[src/rtl/rx_detection_fifo.sv]
`default_nettype none
// ============================================================================
// Module   : rx_detection_fifo
// Purpose  : Captures receiver detection events (peak, sequence ID, timestamp)
//            into a small FIFO for ARM readout. Adds a re-trigger holdoff, an
//            event index tag, overflow/drop accounting and a level interrupt.
// Ports    : crx_clk / rrx_rst_n      clock, async active-low reset
//            erx_en                   capture enable
//            isample_peak, ireceived_seq, itime, itrigger   detection input
//            ird_req, iclear_ovf      ARM read request, overflow clear
//            o_rd_*                   popped entry (1-clock read latency)
//            o_rd_err                 read requested while empty
//            o_level, o_overflow, o_drop_cnt, o_irq   status
// Revision : 1.0  initial release
// ============================================================================
module rx_detection_fifo #(
    parameter int DEPTH     = 8,
    parameter int ADDR_W    = 3,
    parameter int HOLDOFF   = 64,
    parameter int IRQ_LEVEL = 1
) (
    input  logic                crx_clk,
    input  logic                rrx_rst_n,
    input  logic                erx_en,
    input  logic signed [40:0]  isample_peak,
    input  logic [3:0]          ireceived_seq,
    input  logic [15:0]         itime,
    input  logic                itrigger,
    input  logic                ird_req,
    input  logic                iclear_ovf,
    output logic                o_rd_valid,
    output logic signed [40:0]  o_rd_peak,
    output logic [3:0]          o_rd_seq,
    output logic [15:0]         o_rd_time,
    output logic [7:0]          o_rd_index,
    output logic                o_rd_err,
    output logic [ADDR_W:0]     o_level,
    output logic                o_overflow,
    output logic [7:0]          o_drop_cnt,
    output logic                o_irq
);

    localparam int              HO_W    = (HOLDOFF > 0) ? $clog2(HOLDOFF + 1) : 1;
    localparam int              ENTRY_W = 69;
    localparam logic [ADDR_W:0] C_DEPTH = (ADDR_W + 1)'(DEPTH);
    localparam logic [ADDR_W:0] C_IRQ   = (ADDR_W + 1)'(IRQ_LEVEL);
    localparam logic [HO_W-1:0] C_HOLD  = HO_W'(HOLDOFF);

    // Storage has no reset; contents are only observed after being written.
    logic [ENTRY_W-1:0] mem_q [DEPTH];

    logic [ADDR_W-1:0]  wr_ptr_q,   wr_ptr_d;
    logic [ADDR_W-1:0]  rd_ptr_q,   rd_ptr_d;
    logic [ADDR_W:0]    count_q,    count_d;
    logic [HO_W-1:0]    holdoff_q,  holdoff_d;
    logic [7:0]         evt_idx_q,  evt_idx_d;
    logic [ENTRY_W-1:0] rd_entry_q, rd_entry_d;
    logic               rd_valid_q, rd_valid_d;
    logic               rd_err_q,   rd_err_d;
    logic               ovf_q,      ovf_d;
    logic [7:0]         drop_q,     drop_d;
    logic               irq_q,      irq_d;

    logic               w_capture;
    logic               w_rd_accept;
    logic               w_wr_en;
    logic               w_drop;
    logic [ENTRY_W-1:0] w_entry;

    always_comb begin
        w_capture   = itrigger && erx_en && (holdoff_q == '0);
        // Read decision uses the count before any same-cycle write, so an
        // empty FIFO never falls through a simultaneous capture.
        w_rd_accept = ird_req && (count_q != '0);
        // A full FIFO still accepts a capture when a read frees a slot.
        w_wr_en     = w_capture && ((count_q < C_DEPTH) || w_rd_accept);
        w_drop      = w_capture && !w_wr_en;
        w_entry     = {evt_idx_q, isample_peak, ireceived_seq, itime};

        wr_ptr_d    = w_wr_en     ? wr_ptr_q + 1'b1 : wr_ptr_q;
        rd_ptr_d    = w_rd_accept ? rd_ptr_q + 1'b1 : rd_ptr_q;
        rd_entry_d  = w_rd_accept ? mem_q[rd_ptr_q] : rd_entry_q;
        rd_valid_d  = w_rd_accept;
        rd_err_d    = ird_req && (count_q == '0);

        count_d = count_q;
        case ({w_wr_en, w_rd_accept})
            2'b10:   count_d = count_q + 1'b1;
            2'b01:   count_d = count_q - 1'b1;
            default: count_d = count_q;
        endcase

        if (!erx_en) begin
            holdoff_d = '0;
        end else if (w_capture) begin
            holdoff_d = C_HOLD;
        end else if (holdoff_q != '0) begin
            holdoff_d = holdoff_q - HO_W'(1);
        end else begin
            holdoff_d = holdoff_q;
        end

        // Dropped events consume an index too, so gaps reveal lost events.
        evt_idx_d = w_capture ? evt_idx_q + 8'd1 : evt_idx_q;

        // A drop in the same cycle as a clear wins and restarts the count at 1.
        if (w_drop) begin
            ovf_d  = 1'b1;
            drop_d = iclear_ovf ? 8'd1 : ((drop_q == 8'hFF) ? drop_q : drop_q + 8'd1);
        end else if (iclear_ovf) begin
            ovf_d  = 1'b0;
            drop_d = 8'd0;
        end else begin
            ovf_d  = ovf_q;
            drop_d = drop_q;
        end

        irq_d = (count_d >= C_IRQ);
    end

    always_ff @(posedge crx_clk) begin
        if (w_wr_en) begin
            mem_q[wr_ptr_q] <= w_entry;
        end
    end

    always_ff @(posedge crx_clk or negedge rrx_rst_n) begin
        if (!rrx_rst_n) begin
            wr_ptr_q   <= '0;
            rd_ptr_q   <= '0;
            count_q    <= '0;
            holdoff_q  <= '0;
            evt_idx_q  <= '0;
            rd_entry_q <= '0;
            rd_valid_q <= 1'b0;
            rd_err_q   <= 1'b0;
            ovf_q      <= 1'b0;
            drop_q     <= '0;
            irq_q      <= 1'b0;
        end else begin
            wr_ptr_q   <= wr_ptr_d;
            rd_ptr_q   <= rd_ptr_d;
            count_q    <= count_d;
            holdoff_q  <= holdoff_d;
            evt_idx_q  <= evt_idx_d;
            rd_entry_q <= rd_entry_d;
            rd_valid_q <= rd_valid_d;
            rd_err_q   <= rd_err_d;
            ovf_q      <= ovf_d;
            drop_q     <= drop_d;
            irq_q      <= irq_d;
        end
    end

    assign o_rd_valid = rd_valid_q;
    assign o_rd_index = rd_entry_q[68:61];
    assign o_rd_peak  = rd_entry_q[60:20];
    assign o_rd_seq   = rd_entry_q[19:16];
    assign o_rd_time  = rd_entry_q[15:0];
    assign o_rd_err   = rd_err_q;
    assign o_level    = count_q;
    assign o_overflow = ovf_q;
    assign o_drop_cnt = drop_q;
    assign o_irq      = irq_q;

endmodule
`default_nettype wire
[config.mk]
export PLATFORM = sky130hd
export DESIGN_NAME = rx_detection_fifo
export DESIGN_NICKNAME = d
export VERILOG_FILES = /design/src/rtl/rx_detection_fifo.sv
export SDC_FILE = /design/constraint.sdc
export NUM_CORES = 1
export LEC_CHECK = 0
export ABC_AREA = 1
export CORE_ASPECT_RATIO = 2
export CORE_MARGIN = 3
export CORE_UTILIZATION = 55
export DETAILED_ROUTE_END_ITERATION = 10
export GPL_ROUTABILITY_DRIVEN = 0
export GPL_TIMING_DRIVEN = 1
export PLACE_DENSITY = 0.77
export SLEW_MARGIN = 20
export SYNTH_ARGS = -nofsm -noshare
export SYNTH_HDL_FRONTEND = slang
export SYNTH_SLANG_ARGS = --single-unit
[constraint.sdc]
create_clock -name crx_clk -period 11.2 [get_ports crx_clk]
set_input_delay 1.12 -clock crx_clk [delete_from_list [all_inputs] [get_ports crx_clk]]
set_output_delay 1.12 -clock crx_clk [all_outputs]
set_load 0.01 [all_outputs]
Word level (Yosys, flattened, before mapping)
Memories as Yosys holds them, arrays and structs flattened. A register that Yosys moved wholly into a read port is not among the register bits.
Index checks and enable logic that the tools add are counted.
- equality and inequality tests: 5
- add/subtract/negate cells: 7
- multiplexer cells: 12
- magnitude comparators: 2
- reduce and logical (&&, ||, !) cells: 15
- operator list (operator ; number):
    $mux 8 ; 4
    $mux 7 ; 3
    $add 8x1->8 const B ; 2
    $eq 8x8->1 const B ; 1
    $pmux 4 s2 ; 1
    $logic_not 7->1 ; 1
    $reduce_bool 7->1 ; 1
    $sub 7x1->7 const B ; 1
    $add 3x1->3 const B ; 2
    $logic_and 1x1->1 ; 6
    $add 4x1->4 const B ; 1
    $ge 4x1->1 const B ; 1
    $logic_not 4->1 ; 1
    $lt 4x4->1 const B ; 1
    $mux 1 ; 4
    $reduce_bool 4->1 ; 1
    $sub 4x1->4 const B ; 1
    $ne 3x1->1 const B ; 1
    $eq 2x1->1 const B ; 1
    $eq 2x2->1 const B ; 1
    $logic_not 1->1 ; 2
    $ne 2x2->1 const B ; 1
    $reduce_and 2->1 ; 1
    $reduce_bool 2->1 ; 1
    $logic_or 1x1->1 ; 1
- RAM bits: 552
- word-level logic and storage cells: 52
- memories kept: 1
- register bits: 37
- memory list (memory ; words ; width ; read ports ; clocked after memory_dff ; wr ports ; RTL line ; source):
    mem_q ; 8 ; 69 ; 1 ; 1 ; 1 ; 50 ; logic [ENTRY_W-1:0] mem_q [DEPTH];

Depth between registers and ports, before layout
- word-level depth: 8
- mapped depth: 20
- gate-level depth less buffers: 20

Worst setup path before layout
Ideal clock, no wire load.
- kind: input to register
- from: input port itrigger
- to: memory mem_q[0][0] (enable)
- stages: 6
- library setup time: 0.496 ns
- path slack: 6.148 ns
- path buffers: 0
- data required time: 10.704 ns
- data arrival time: 4.556 ns
- cell sequence: nand2_1 inv_1 nand2_4 nor2_8 nand3_1 nor2_1
- word-level cells in the longest chain between the ends: 5
- ends and longest elaborated chain (item ; RTL line ; source):
    from (decl) ; 28 ; input logic itrigger,
    $logic_and 1x1->1 (2 in series) ; 71 ; w_capture = itrigger && erx_en && (holdoff_q == '0);
    $logic_and 1x1->1 ; 76 ; w_wr_en = w_capture && ((count_q < C_DEPTH) || w_rd_accept);
    $mux 1 ; 122 ; if (w_wr_en) begin
    $mux 1 (implied by the code) ; 123 ; mem_q[wr_ptr_q] <= w_entry;
    to (decl) ; 50 ;
Every way passes these cells.

==> impl_metrics.toml <==
[status]
status = "finished, final reports clean"

[timing]
holdWs_ps = 478
fin_skew_ps = 27.7
final-hold-violation-count = 0
rsz0062_at_grt = "false"
setup_ws_ps = 7010
max_slew_margin = 0.247
fmax_mhz = 238
drv_slew = 0
post-route-period-util = 0.374
min_period_ps = 4190
setup_viol = 0
tightest_slew_ps = 1130
fin_setup_tns_ps = 0

[floorplan]
start_util = 0.560
dieWidth_um = 161
dieArea_um2 = 50600
io_pins = 152
placementRows = 112
die_height_um = 315
core_um2 = 46900

[clock_network]
cts_setup_buffers = 0
postCtsHoldBufs = 0
cts_sinks = 658
cts_resized = 0
ctsHtreeMaxLevel = 2
cts_inserted_buffers = 53
clk_latency_ps = 600
cts_tree = "yes"
clkTransAtPathRegs_ps = 70
cts-root-buf = "clkbuf_16"
clk_path_buf_depth = 3

[power]
power_density_nw_per_um2 = 242
ir_worst_vdd_mv = 0.190
p_total_mw = 7.29
p_leak_nw = 10.9

[route]
antenna_left = 0
drc_errors = 0
via_per_inst = 5.84
routedWlPerCell_um = 21.4
vias = 16500
wl_um = 60400
drtPass1Iterations = 5
drt_iter0_markers = 1339

[synth]
netlist_area_um2 = 26300
synthFlopType = "edfxtp_1"
yosysMostFrequentCell = "edfxtp_1"
avgSynthCellArea_um2 = 12.8
yosys-top-cells-area = "edfxtp_1, dfrtp_1, o211ai_1"
synth.net_count = 2128
ys_seq_elements = 658
synth_top_cell_area_share = 0.631
synth.distinct_cells = 28
synth_common_cells = "edfxtp_1, nand2_1, o21ai_0"
ys_seq_area_frac = 0.732
synth_area_leader_cell = "edfxtp_1"
synthArstFlopShare = 0.161
synth-edff-count = 552
synth_cells = 2052
ys_warn_count = 0

[global_routing]
overflow = 0
first_global_vias = 17000
grt_max_degree = 163
track_usage = 0.239
antenna_found_initial = 1
grt_pass1_wl_um = 94000

[setup_path]
worstSetupStartpointType = "flop"
rrSetupSlack_ps = 7010
crit_buf_inv = 3
worstReg2RegEnd = "rd_entry_q[0]$_DFFE_PN0P_"
worstRegToRegCells = 7
endpoint = "rd_entry_q[0]$_DFFE_PN0P_"
crit_cells = 7
cp_common_cell = "buf_4"
timing.rr.start = "rd_ptr_q[0]$_DFFE_PN0P_"
cp_top_family = "buffers and inverters"
cp-end-kind = "flop"
cp_slowest_stage_delay_ps = 890
crit_path_cell_trace = "buf_4, buf_4, buf_4, o21ai_0, o211ai_1, nand3_1, nand2_1"
cp_max_fo = 106
crit_path_top_delay_cell = "buf_4"
critPathKind = "flop to flop"
worstPathRequired_ps = 11740
crit_start = "rd_ptr_q[0]$_DFFE_PN0P_"
arrival_ps = 4730

[final_layout]
final_net_count = 2232
area_delta_synth_final_pct = 14.7
design_area_um2 = 30100
fill_cells = 3277
drive_gt1_frac = 0.0800

[worst_hold_path]
hold_class = "flop to flop"

[place]
dp_slack_ps = 6580
placed_cell_area_um2 = 28200
port_buffers = 151
hpwl_um = 32700

[job]
cap_violations = 0
[layout make-up]
| class | instances | area [µm²] | share of cell area |
|---|---|---|---|
| timing repair buffer | 170 | 1700 | 0.0562 |
| multi-input combinational | 1110 | 5900 | 0.196 |
| sequential | 658 | 19200 | 0.638 |
| clock buffer | 70 | 1500 | 0.0498 |
| tap | 627 | 785 | 0.0260 |
| inverter | 163 | 622 | 0.0206 |
| antenna | 1 | 2.50 | 0.0000830 |
| clock inverter | 30 | 403 | 0.0134 |
[cell usage in the layout (no fill, tap or decap), types with 2 or more instances in the layout]
| cell | netlist | final |
|---|---|---|
| nand4_1 | 5 | 5 |
| nor3_1 | 4 | 4 |
| nor2_1 | 200 | 192 |
| clkinv_1 | 1 | 2 |
| inv_6 | 0 | 2 |
| o21ai_0 | 214 | 214 |
| nor2_4 | 1 | 9 |
| or2_2 | 4 | 4 |
| dfrtp_1 | 106 | 103 |
| nand2_1 | 288 | 287 |
| clkinvlp_4 | 0 | 6 |
| dfrtp_4 | 0 | 3 |
| nand2_4 | 1 | 2 |
| clkbuf_1 | 58 | 8 |
| clkbuf_16 | 0 | 55 |
| ha_1 | 9 | 9 |
| bufinv_16 | 0 | 9 |
| clkdlybuf4s50_1 | 0 | 150 |
| o211ai_1 | 168 | 168 |
| edfxtp_1 | 552 | 552 |
| buf_4 | 9 | 15 |
| xor2_1 | 8 | 8 |
| o211ai_2 | 40 | 40 |
| clkinv_2 | 0 | 13 |
| clkbuf_8 | 0 | 7 |
| xnor2_1 | 5 | 5 |
| a21oi_1 | 59 | 59 |
| inv_1 | 159 | 158 |
| nand3_1 | 100 | 100 |
| buf_6 | 9 | 3 |
[logic make-up (layout without fill, tap and decap cells)]
kind of cell,count (synthesis),after routing,share of synthesized area
AO/OA/AOI/OAI,482,482,0.119
XOR/XNOR,13,13,0.00433
adder cells (fa/ha/maj),9,9,0.00428
buffers and inverters,284,433,0.0466
flip-flops,658,658,0.732
other,0,1,0
AND/OR/NAND/NOR,606,606,0.0940
[stage by stage]
step | cells | utilization
floorplan | 2052 | -
global placement | 2727 | 0.601
detailed placement | 2728 | 0.601
CTS | 2828 | 0.642
global route | 2829 | 0.642
finish | 2829 | 0.642
[worst reg2reg max path: cells and delay by family (launching register included)]
| kind | cells | cell delay [ps] |
|---|---|---|
| compound gates | 2 | 650 |
| flops | 1 | 810 |
| simple gates | 2 | 240 |
| buf+inv | 3 | 2450 |
[routing by layer]
layer	global-route usage	share of wire	vias to the layer above
li1	-	-	7531
met1	0.285	0.37	8234
met2	0.434	0.53	616
met3	0.0316	0.056	147
met4	0.102	0.039	0
met5	0	0	-
[sequential cells by signal (all words and copies together), names as in the netlist, 3 cells and up]
register,count
evt_idx_q,8
holdoff_q,7
mem_q,552
o_drop_cnt,8
o_level,4
rd_entry_q,69
rd_ptr_q,3
wr_ptr_q,3
[power breakdown]
group | switching, mW | internal [mW] | leakage [nW]
logic | 1.33 | 0.785 | 3.68
registers | 0.280 | 2.89 | 6.28
clock network | 0.842 | 1.16 | 0.925
[worst min path at each step]
stage | start | to | slack [ps] | cells past startpoint
final | rd_entry_q[20]$_DFFE_PN0P_ | rd_entry_q[20]$_DFFE_PN0P_ | 480 | 2
after global routing | rd_entry_q[24]$_DFFE_PN0P_ | rd_entry_q[24]$_DFFE_PN0P_ | 520 | 2
after CTS | rd_entry_q[39]$_DFFE_PN0P_ | rd_entry_q[39]$_DFFE_PN0P_ | 490 | 2
after detailed placement | rd_entry_q[12]$_DFFE_PN0P_ | rd_entry_q[12]$_DFFE_PN0P_ | 470 | 2
after global placement | rd_entry_q[44]$_DFFE_PN0P_ | rd_entry_q[44]$_DFFE_PN0P_ | 470 | 2
after floorplan | wr_ptr_q[2]$_DFFE_PN0P_ | wr_ptr_q[2]$_DFFE_PN0P_ | 480 | 2
Power figures use the tool's default switching activity.
